<file path="src/rtl/dda_ctrl_pkg.sv">
// rtl/dda_ctrl_pkg.sv - shared FSM type, config byte map and sample selector codes
package dda_ctrl_pkg;

  typedef enum logic [2:0] {
    ST_IDLE,
    ST_INIT,
    ST_EMIT,
    ST_STEP,
    ST_DONE
  } run_state_t;

  // Byte addresses in the config window; even = low byte, odd = high byte.
  localparam logic [3:0] CFG_ICX_LO   = 4'h0;
  localparam logic [3:0] CFG_ICX_HI   = 4'h1;
  localparam logic [3:0] CFG_ICY_LO   = 4'h2;
  localparam logic [3:0] CFG_ICY_HI   = 4'h3;
  localparam logic [3:0] CFG_ICZ_LO   = 4'h4;
  localparam logic [3:0] CFG_ICZ_HI   = 4'h5;
  localparam logic [3:0] CFG_SIGMA_LO = 4'h6;
  localparam logic [3:0] CFG_SIGMA_HI = 4'h7;
  localparam logic [3:0] CFG_BETA_LO  = 4'h8;
  localparam logic [3:0] CFG_BETA_HI  = 4'h9;
  localparam logic [3:0] CFG_RHO_LO   = 4'hA;
  localparam logic [3:0] CFG_RHO_HI   = 4'hB;
  localparam logic [3:0] CFG_DT_LO    = 4'hC;
  localparam logic [3:0] CFG_DT_HI    = 4'hD;
  localparam logic [3:0] CFG_STEPS_LO = 4'hE;
  localparam logic [3:0] CFG_STEPS_HI = 4'hF;

  // Word slots inside the register file (address bits 3:1).
  localparam logic [2:0] WORD_ICX   = 3'd0;
  localparam logic [2:0] WORD_ICY   = 3'd1;
  localparam logic [2:0] WORD_ICZ   = 3'd2;
  localparam logic [2:0] WORD_SIGMA = 3'd3;
  localparam logic [2:0] WORD_BETA  = 3'd4;
  localparam logic [2:0] WORD_RHO   = 3'd5;
  localparam logic [2:0] WORD_DT    = 3'd6;
  localparam logic [2:0] WORD_STEPS = 3'd7;

  // Sample stream word order.
  localparam logic [1:0] SEL_X = 2'd0;
  localparam logic [1:0] SEL_Y = 2'd1;
  localparam logic [1:0] SEL_Z = 2'd2;

endpackage

</file>
<file path="src/rtl/dda_cfg_regs.sv">
// rtl/dda_cfg_regs.sv - byte-writable configuration register file with write inhibit
module dda_cfg_regs
  import dda_ctrl_pkg::*;
#(
  parameter int N = 16
) (
  input  logic         clk,
  input  logic         rst,
  input  logic         we,
  input  logic [3:0]   addr,
  input  logic [7:0]   data,
  input  logic         inhibit,
  output logic [N-1:0] icx,
  output logic [N-1:0] icy,
  output logic [N-1:0] icz,
  output logic [N-1:0] sigma,
  output logic [N-1:0] beta,
  output logic [N-1:0] rho,
  output logic [N-1:0] dt,
  output logic [N-1:0] steps
);

  logic [N-1:0] word_q [8];

  // Byte write into the addressed word; the run inhibits writes so the
  // core sees constant parameters for the whole integration.
  always_ff @(posedge clk) begin
    if (rst) begin
      for (int i = 0; i < 8; i++) begin
        word_q[i] <= '0;
      end
    end else if (we && !inhibit) begin
      if (addr[0]) begin
        word_q[addr[3:1]][15:8] <= data;
      end else begin
        word_q[addr[3:1]][7:0] <= data;
      end
    end
  end

  assign icx   = word_q[WORD_ICX];
  assign icy   = word_q[WORD_ICY];
  assign icz   = word_q[WORD_ICZ];
  assign sigma = word_q[WORD_SIGMA];
  assign beta  = word_q[WORD_BETA];
  assign rho   = word_q[WORD_RHO];
  assign dt    = word_q[WORD_DT];
  assign steps = word_q[WORD_STEPS];

endmodule

</file>
<file path="src/rtl/dda_run_ctrl.sv">
// rtl/dda_run_ctrl.sv - run sequencer driving the posit Lorenz DDA core and streaming samples
module dda_run_ctrl
  import dda_ctrl_pkg::*;
#(
  parameter int N      = 16,
  parameter int STEP_W = 16
) (
  input  logic         clk,
  input  logic         rst,
  input  logic         cfg_we,
  input  logic [3:0]   cfg_addr,
  input  logic [7:0]   cfg_data,
  input  logic         start,
  input  logic         abort,
  output logic         busy,
  output logic         done,
  output logic [N-1:0] icx,
  output logic [N-1:0] icy,
  output logic [N-1:0] icz,
  output logic [N-1:0] sigma,
  output logic [N-1:0] beta,
  output logic [N-1:0] rho,
  output logic [N-1:0] dt,
  output logic         dda_en,
  output logic         dda_rst,
  input  logic [N-1:0] x,
  input  logic [N-1:0] y,
  input  logic [N-1:0] z,
  output logic         out_valid,
  input  logic         out_ready,
  output logic [N-1:0] out_data,
  output logic [1:0]   out_sel
);

  run_state_t        state;
  run_state_t        state_nxt;
  logic [N-1:0]      steps_w;
  logic [STEP_W-1:0] cnt;
  logic [1:0]        sel_q;
  logic              snap_pending;
  logic [N-1:0]      snap_x;
  logic [N-1:0]      snap_y;
  logic [N-1:0]      snap_z;

  dda_cfg_regs #(
    .N(N)
  ) u_cfg (
    .clk    (clk),
    .rst    (rst),
    .we     (cfg_we),
    .addr   (cfg_addr),
    .data   (cfg_data),
    .inhibit(busy),
    .icx    (icx),
    .icy    (icy),
    .icz    (icz),
    .sigma  (sigma),
    .beta   (beta),
    .rho    (rho),
    .dt     (dt),
    .steps  (steps_w)
  );

  // State register.
  always_ff @(posedge clk) begin
    if (rst) begin
      state <= ST_IDLE;
    end else begin
      state <= state_nxt;
    end
  end

  // Next state and control outputs; abort overrides every transition.
  always_comb begin
    state_nxt = state;
    busy      = 1'b0;
    done      = 1'b0;
    dda_en    = 1'b0;
    dda_rst   = 1'b0;
    out_valid = 1'b0;
    case (state)
      ST_IDLE: begin
        if (start) begin
          state_nxt = ST_INIT;
        end
      end
      ST_INIT: begin
        busy      = 1'b1;
        dda_en    = 1'b1;
        dda_rst   = 1'b1;
        state_nxt = ST_EMIT;
      end
      ST_EMIT: begin
        busy      = 1'b1;
        out_valid = 1'b1;
        if (out_ready && sel_q == SEL_Z) begin
          state_nxt = (cnt != '0) ? ST_STEP : ST_DONE;
        end
      end
      ST_STEP: begin
        busy      = 1'b1;
        dda_en    = 1'b1;
        state_nxt = ST_EMIT;
      end
      ST_DONE: begin
        done      = !abort;
        state_nxt = ST_IDLE;
      end
      default: begin
        state_nxt = ST_IDLE;
      end
    endcase
    if (abort) begin
      state_nxt = ST_IDLE;
    end
  end

  // Remaining-step counter: loaded on start, decremented once per Euler step.
  always_ff @(posedge clk) begin
    if (rst) begin
      cnt <= '0;
    end else if (state == ST_IDLE && start && !abort) begin
      cnt <= STEP_W'(steps_w);
    end else if (state == ST_STEP && cnt != '0) begin
      cnt <= cnt - STEP_W'(1);
    end
  end

  // Word selector: walks x, y, z on each accepted beat, parked at x otherwise.
  always_ff @(posedge clk) begin
    if (rst || abort || state != ST_EMIT) begin
      sel_q <= SEL_X;
    end else if (out_ready) begin
      sel_q <= (sel_q == SEL_Z) ? SEL_X : sel_q + 2'd1;
    end
  end

  // Flags the first EMIT cycle, when the core's new state is first visible.
  always_ff @(posedge clk) begin
    if (rst) begin
      snap_pending <= 1'b0;
    end else begin
      snap_pending <= (state_nxt == ST_EMIT) && (state != ST_EMIT);
    end
  end

  // Capture x/y/z on that first EMIT cycle so later beats are self-contained.
  always_ff @(posedge clk) begin
    if (rst) begin
      snap_x <= '0;
      snap_y <= '0;
      snap_z <= '0;
    end else if (state == ST_EMIT && snap_pending) begin
      snap_x <= x;
      snap_y <= y;
      snap_z <= z;
    end
  end

  // Sample word mux: live core value on the first EMIT cycle, snapshot after.
  always_comb begin
    out_data = '0;
    if (out_valid) begin
      case (sel_q)
        SEL_X:   out_data = snap_pending ? x : snap_x;
        SEL_Y:   out_data = snap_pending ? y : snap_y;
        default: out_data = snap_pending ? z : snap_z;
      endcase
    end
  end

  assign out_sel = sel_q;

endmodule

</file>
<file path="config.mk">
export PLATFORM = sky130hd
export DESIGN_NAME = dda_run_ctrl
export DESIGN_NICKNAME = d
export VERILOG_FILES = /design/src/rtl/dda_ctrl_pkg.sv /design/src/rtl/dda_cfg_regs.sv /design/src/rtl/dda_run_ctrl.sv
export SDC_FILE = /design/constraint.sdc
export NUM_CORES = 1
export LEC_CHECK = 0
export BUFFER_PORTS_ARGS = -buffer_cell sky130_fd_sc_hd__buf_2
export CAP_MARGIN = 25
export CELL_PAD_IN_SITES_DETAIL_PLACEMENT = 1
export CELL_PAD_IN_SITES_GLOBAL_PLACEMENT = 1
export CORE_MARGIN = 3
export CORE_UTILIZATION = 45
export DETAILED_ROUTE_END_ITERATION = 10
export PLACE_DENSITY = 0.83
export SLEW_MARGIN = 20
export SYNTH_ARGS = -nofsm -noshare
export SYNTH_HDL_FRONTEND = slang
export SYNTH_SLANG_ARGS = --single-unit
</file>
<file path="constraint.sdc">
create_clock -name clk -period 5.3 [get_ports clk]
set_input_delay 1.06 -clock clk [delete_from_list [all_inputs] [get_ports clk]]
set_output_delay 1.06 -clock clk [all_outputs]
set_load 0.01 [all_outputs]
</file>
Yosys cells after proc, flatten, opt, wreduce, memory -nomap -nowiden
Memory sizes are Yosys's and may differ from the RTL's.
Index checks and enable logic that the tools add are counted.
Widths: inputs -> output; s select.
{"block": "classes", "n_mux": 31, "n_addsub": 2, "n_reduce_logical": 18, "eq_ne": 8}
{"operator": "$mux 16", "count": 7}
{"operator": "$pmux 16 s2", "count": 1}
{"operator": "$reduce_bool 16->1", "count": 1}
{"operator": "$reduce_or 16->1", "count": 1}
{"operator": "$sub 16x1->16 const B", "count": 1}
{"operator": "$mux 1", "count": 15}
{"operator": "$mux 3", "count": 5}
{"operator": "$eq 3x2->1 const B", "count": 3}
{"operator": "$pmux 3 s3", "count": 1}
{"operator": "$logic_and 1x1->1", "count": 7}
{"operator": "$mux 2", "count": 2}
{"operator": "$eq 3x1->1 const B", "count": 1}
{"operator": "$eq 3x3->1 const B", "count": 1}
{"operator": "$logic_not 3->1", "count": 1}
{"operator": "$ne 3x2->1 const B", "count": 1}
{"operator": "$reduce_or 3->1", "count": 1}
{"operator": "$add 2x1->2 const B", "count": 1}
{"operator": "$eq 2x1->1 const B", "count": 1}
{"operator": "$eq 2x2->1 const B", "count": 1}
{"operator": "$logic_not 1->1", "count": 2}
{"operator": "$logic_not 2->1", "count": 1}
{"operator": "$logic_or 1x1->1", "count": 2}
{"operator": "$reduce_bool 2->1", "count": 1}
{"operator": "$reduce_or 2->1", "count": 1}
{"block": "totals", "n_memories": 1, "input_bits": 66, "ff_bits": 70, "out_inout_bits": 135, "elab_cells": 67, "mem_bits_rw": 128}
{"memory": "u_cfg.word_q", "words": 8, "word_bits": 16, "read_ports": 8, "rd_clocked_by_memory_dff": 0, "wr": 8, "line": "dda_cfg_regs.sv:23", "rtl": "logic [N-1:0] word_q [8];"}

Depth between registers and ports, before layout
{"block": "depth", "word_depth": 10, "depth_mapped": 9, "ltp_nobuf": 7}

Modules after synthesis
From an unflattened synthesis, not the netlist that was laid out.
{"block": "hier_totals", "hier_cells": 807, "hier_area_um2": 8933.6}
{"mod": "dda_cfg_regs", "area_per_inst_um2": 5138.7, "seq_area_each_um2": 3843.7, "instances": 1, "cells_per_inst": 357}
{"mod": "dda_run_ctrl", "area_per_inst_um2": 3794.9, "seq_area_each_um2": 1401.3, "instances": 1, "cells_per_inst": 450}

Least setup slack after synthesis
Ideal clock, no wire load.
{"block": "synth_timing", "path_kind": "register to output", "start": "reg snap_pending", "end": "out out_data[10]", "path_stages_with_launch": 6, "t_arrival_ns": 1.733, "required_time_ns": 4.240, "n_path_buf": 3, "slack_ns": 2.507, "cell_sequence": "dfxtp_1 -> buf_2 -> buf_2 -> buf_1 -> mux2i_1 -> a211oi_1"}
{"block": "synth_via", "elab_chain_len": 3, "elab_cells_between_ends": 5, "cone_classes": "mux: 5"}
{"element": "from (decl)", "line": "dda_run_ctrl.sv:40", "rtl": "logic snap_pending;"}
{"element": "from (signal assigned)", "line": "dda_run_ctrl.sv:143", "rtl": "snap_pending <= (state_nxt == ST_EMIT) && (state != ST_EMIT);"}
{"element": "$mux 16, on equally long branches", "line": "dda_run_ctrl.sv:167, dda_run_ctrl.sv:165, dda_run_ctrl.sv:166"}
{"element": "$pmux 16 s2 (*)", "line": "dda_run_ctrl.sv:164", "rtl": "case (sel_q)"}
{"element": "$mux 16 (*)", "line": "dda_run_ctrl.sv:163", "rtl": "if (out_valid) begin"}
{"element": "to (decl)", "line": "dda_run_ctrl.sv:31", "rtl": "output logic [N-1:0] out_data,"}
Mark *: on every way between the ends. The rest lies on a longest branch, timed or not.

Worst setup path after layout
{"block": "layout_timing", "start": "reg snap_pending", "end": "out out_data[2]"}
The elaborated chain is that of the path after synthesis.

==> run metrics <==
CTS max path bufs 2; syn_nets 810; Worst setup EP type output pin; min Tclk post-route 3.622 ns; Post-CTS Repair Setup Buffers 0; Main synth FF type edfxtp_1; unrepaired setup endpoints after global routing no; Seq/Total Area, Yosys 0.6147; FF-to-FF Start state[1]; Core Area 18,270 µm²; TritonCTS Buffers 17; Yosys cell types 49; die area 20,650 µm²; Final HPWL DP 16,490 µm; post-synthesis cell count 743; Flop pwr share 0.529; CTS resizes 0; start point of the critical path snap_pending; H-tree depth 4; Worst Tran Pin Value 0.9787 ns; Post-synth EDFFs 128; Max Cap Violations 0; DR pass1 iterations 5; share of cells above drive strength 1 0.2956; switching power 803.9 µW; post-route ant nets 0; Internal 2438 µW; async set or reset register ratio after synthesis 0; Hold Path Depth 2; Hold Vio Cnt, Final 0; Global Route Usage Sum 0.2361; Nets 991; Die Span Y 143.7 µm; Port Buffer Count 200; Slew Limit Fails 0; CP arrival 2.56 ns; Finish-stage setup viols 0; Gate power share 0.071; HP Class reg2reg; largest net degree at the start of global routing 84; beginning of the worst hold path snap_z[2]; required time worst endpoint 4.24 ns; worst r2r path cells 4; Setup Slack @ Placement 2.135 ns; root buf cell clkbuf_16; DRT iter0 DRCs 326; DRC 0; Slew headroom 0.3466; pwr/cell area 315.2 nW/µm²; Net Sw Frac 0.2480; crit share post-route 0.6834; drt via density 5.449; Max IR drop VDD 236.5 µV; FP Rows 49; area delta synth->final 20.53%; antenna violations before repair 1; GRT overflow 0; leakage power total 0.003975 µW; setup TNS 0 ns; CP Max Fanout 24; CP Class reg2out; Synth warnings 0; outcome finished clean; CTS tree yes; Post-Syn Area 8533 µm²; worst-skew pair later-pin latency 0.45 ns; Clock Skew 0.01315 ns; Yosys reg bits 198; via total after detailed routing 6,359; final setup margin 1.678 ns; Post-Route WL 23,960 µm; syn_area_per_cell 11.48 µm²; vias in the first global route 6,672; CP Launch Type flop; first-pass GRT wire length 37,190 µm; GP Congestion 0.8163; I/O pin cnt 201; CTS Sinks 198; Hold Buf Count CTS 0; initial core utilization 0.4671; Clock power frac 0.400; Routed WL per cell 20.53 µm; FMAX 0.2761 GHz; chip width 143.7 µm; clock slew at reported path FFs 0.07 ns
synth_stat cells, types with 3 or more instances:
cell type / count / area, µm²
and2_1: 130 / 813.3
edfxtp_1: 128 / 3844
nand2_1: 107 / 401.6
dfxtp_1: 70 / 1401
a21oi_1: 53 / 265.3
nor2_1: 53 / 198.9
clkbuf_1: 34 / 127.6
a211oi_1: 25 / 187.7
or2_2: 17 / 106.4
mux2i_1: 16 / 160.2
mux4_2: 16 / 360.4
nor3_1: 11 / 55.05
xnor2_1: 9 / 78.83
buf_2: 7 / 35.03
nand2b_1: 6 / 37.54
inv_1: 5 / 18.77
nand4b_1: 5 / 43.79
nor4_1: 5 / 31.28
o21ai_0: 4 / 20.02
or3_1: 4 / 25.02
and3b_1: 3 / 26.28
or4_1: 3 / 22.52
registers in the layout, summed over array words and instances, names as in the netlist:
signal and cells:
snap_x 16, out_sel 2, snap_z 16, snap_y 16, snap_pending 1, cnt 16, state 3, u_cfg.word_q 128
cell type report:
type	instances	area (µm²)
diodes	1	2.502
clock buffers	18	429.2
clock inverters	14	156.4
fillers	2028	7985
inverters	6	22.52
multi-input cells	495	3088
flip-flops and latches	198	5246
well taps	229	286.5
repair buffers	206	1054
power by group through the flow:
stage               registers, µW  clock network (µW)  logic (µW)
finish                       1710                1300         231
global route                 1720                1380         254
CTS                          1710                1320         231
detailed placement           1750                   0         229
global placement             1750                   0         226
floorplan                    1760                   0        94.4
critical path, stage by stage (launching register included):
cell,delay [ns]
dfxtp_2,0.81
buf_4,0.37
mux4_2,0.58
nor2_1,0.12
a211oi_1,0.06
buf_2,0.17
worst paths after layout:
path | to | slack, ns
worst max-delay path | out_data[2] | 1.68
worst max register to register | u_cfg.word_q[4][3] | 2.58
worst min-delay path | snap_z[2] | 0.46
worst min register to register | snap_z[2] | 0.46
per-layer routing:
metal / part of all wire / up-vias / global-route usage / wire length, µm
met3: 0.077 / 30 / 0.08186 / 1843
met4: 0.018 / 0 / 0.06591 / 435
met1: 0.41 / 3189 / 0.2928 / 9830
met5: 0 / - / 0 / 0
li1: - / 2968 / - / -
met2: 0.49 / 172 / 0.3950 / 11850
placed cells by master (no fill, tap or decap), types with 3 or more instances in the layout:
| master | count |
|---|---|
| or2_2 | 17 |
| buf_4 | 5 |
| xnor2_1 | 9 |
| o21ai_0 | 4 |
| nor3_1 | 11 |
| inv_6 | 6 |
| edfxtp_1 | 128 |
| and2_1 | 130 |
| mux2i_1 | 16 |
| a211oi_1 | 25 |
| or4_1 | 3 |
| nand2b_1 | 6 |
| and3b_1 | 3 |
| clkbuf_16 | 17 |
| mux4_2 | 16 |
| a21oi_1 | 53 |
| nand4b_1 | 5 |
| nand2_1 | 107 |
| nor2_1 | 53 |
| dfxtp_1 | 69 |
| nor4_1 | 5 |
| clkinv_4 | 3 |
| or3_1 | 4 |
| buf_2 | 200 |
| inv_1 | 5 |
through the flow:
step	area, µm²	power [µW]	std cells	hold WS (ns)	util
2_1_floorplan	8533	1859	743	0.4331	-
5_1_grt	10280	3350	1167	0.4792	0.5629
3_3_place_gp	9682	1972	1133	0.4404	0.5299
6_report	10280	3242	1167	0.4587	0.5629
3_5_place_dp	9682	1977	1133	0.4480	0.5299
4_1_cts	10270	3265	1165	0.4612	0.5620
logic make-up (layout without fill, tap and decap cells):
family / Yosys count / count (layout) / share of synthesized area
mux: 32 / 32 / 0.06100
other cells: 0 / 1 / 0
buf+inv: 50 / 244 / 0.02346
xor+xnor: 10 / 10 / 0.01026
fa+ha+maj: 1 / 1 / 0.001466
flops: 198 / 198 / 0.6147
compound gates: 93 / 93 / 0.06628
simple gates: 359 / 359 / 0.2229
Note: power is estimated with default switching activity, not from simulation.
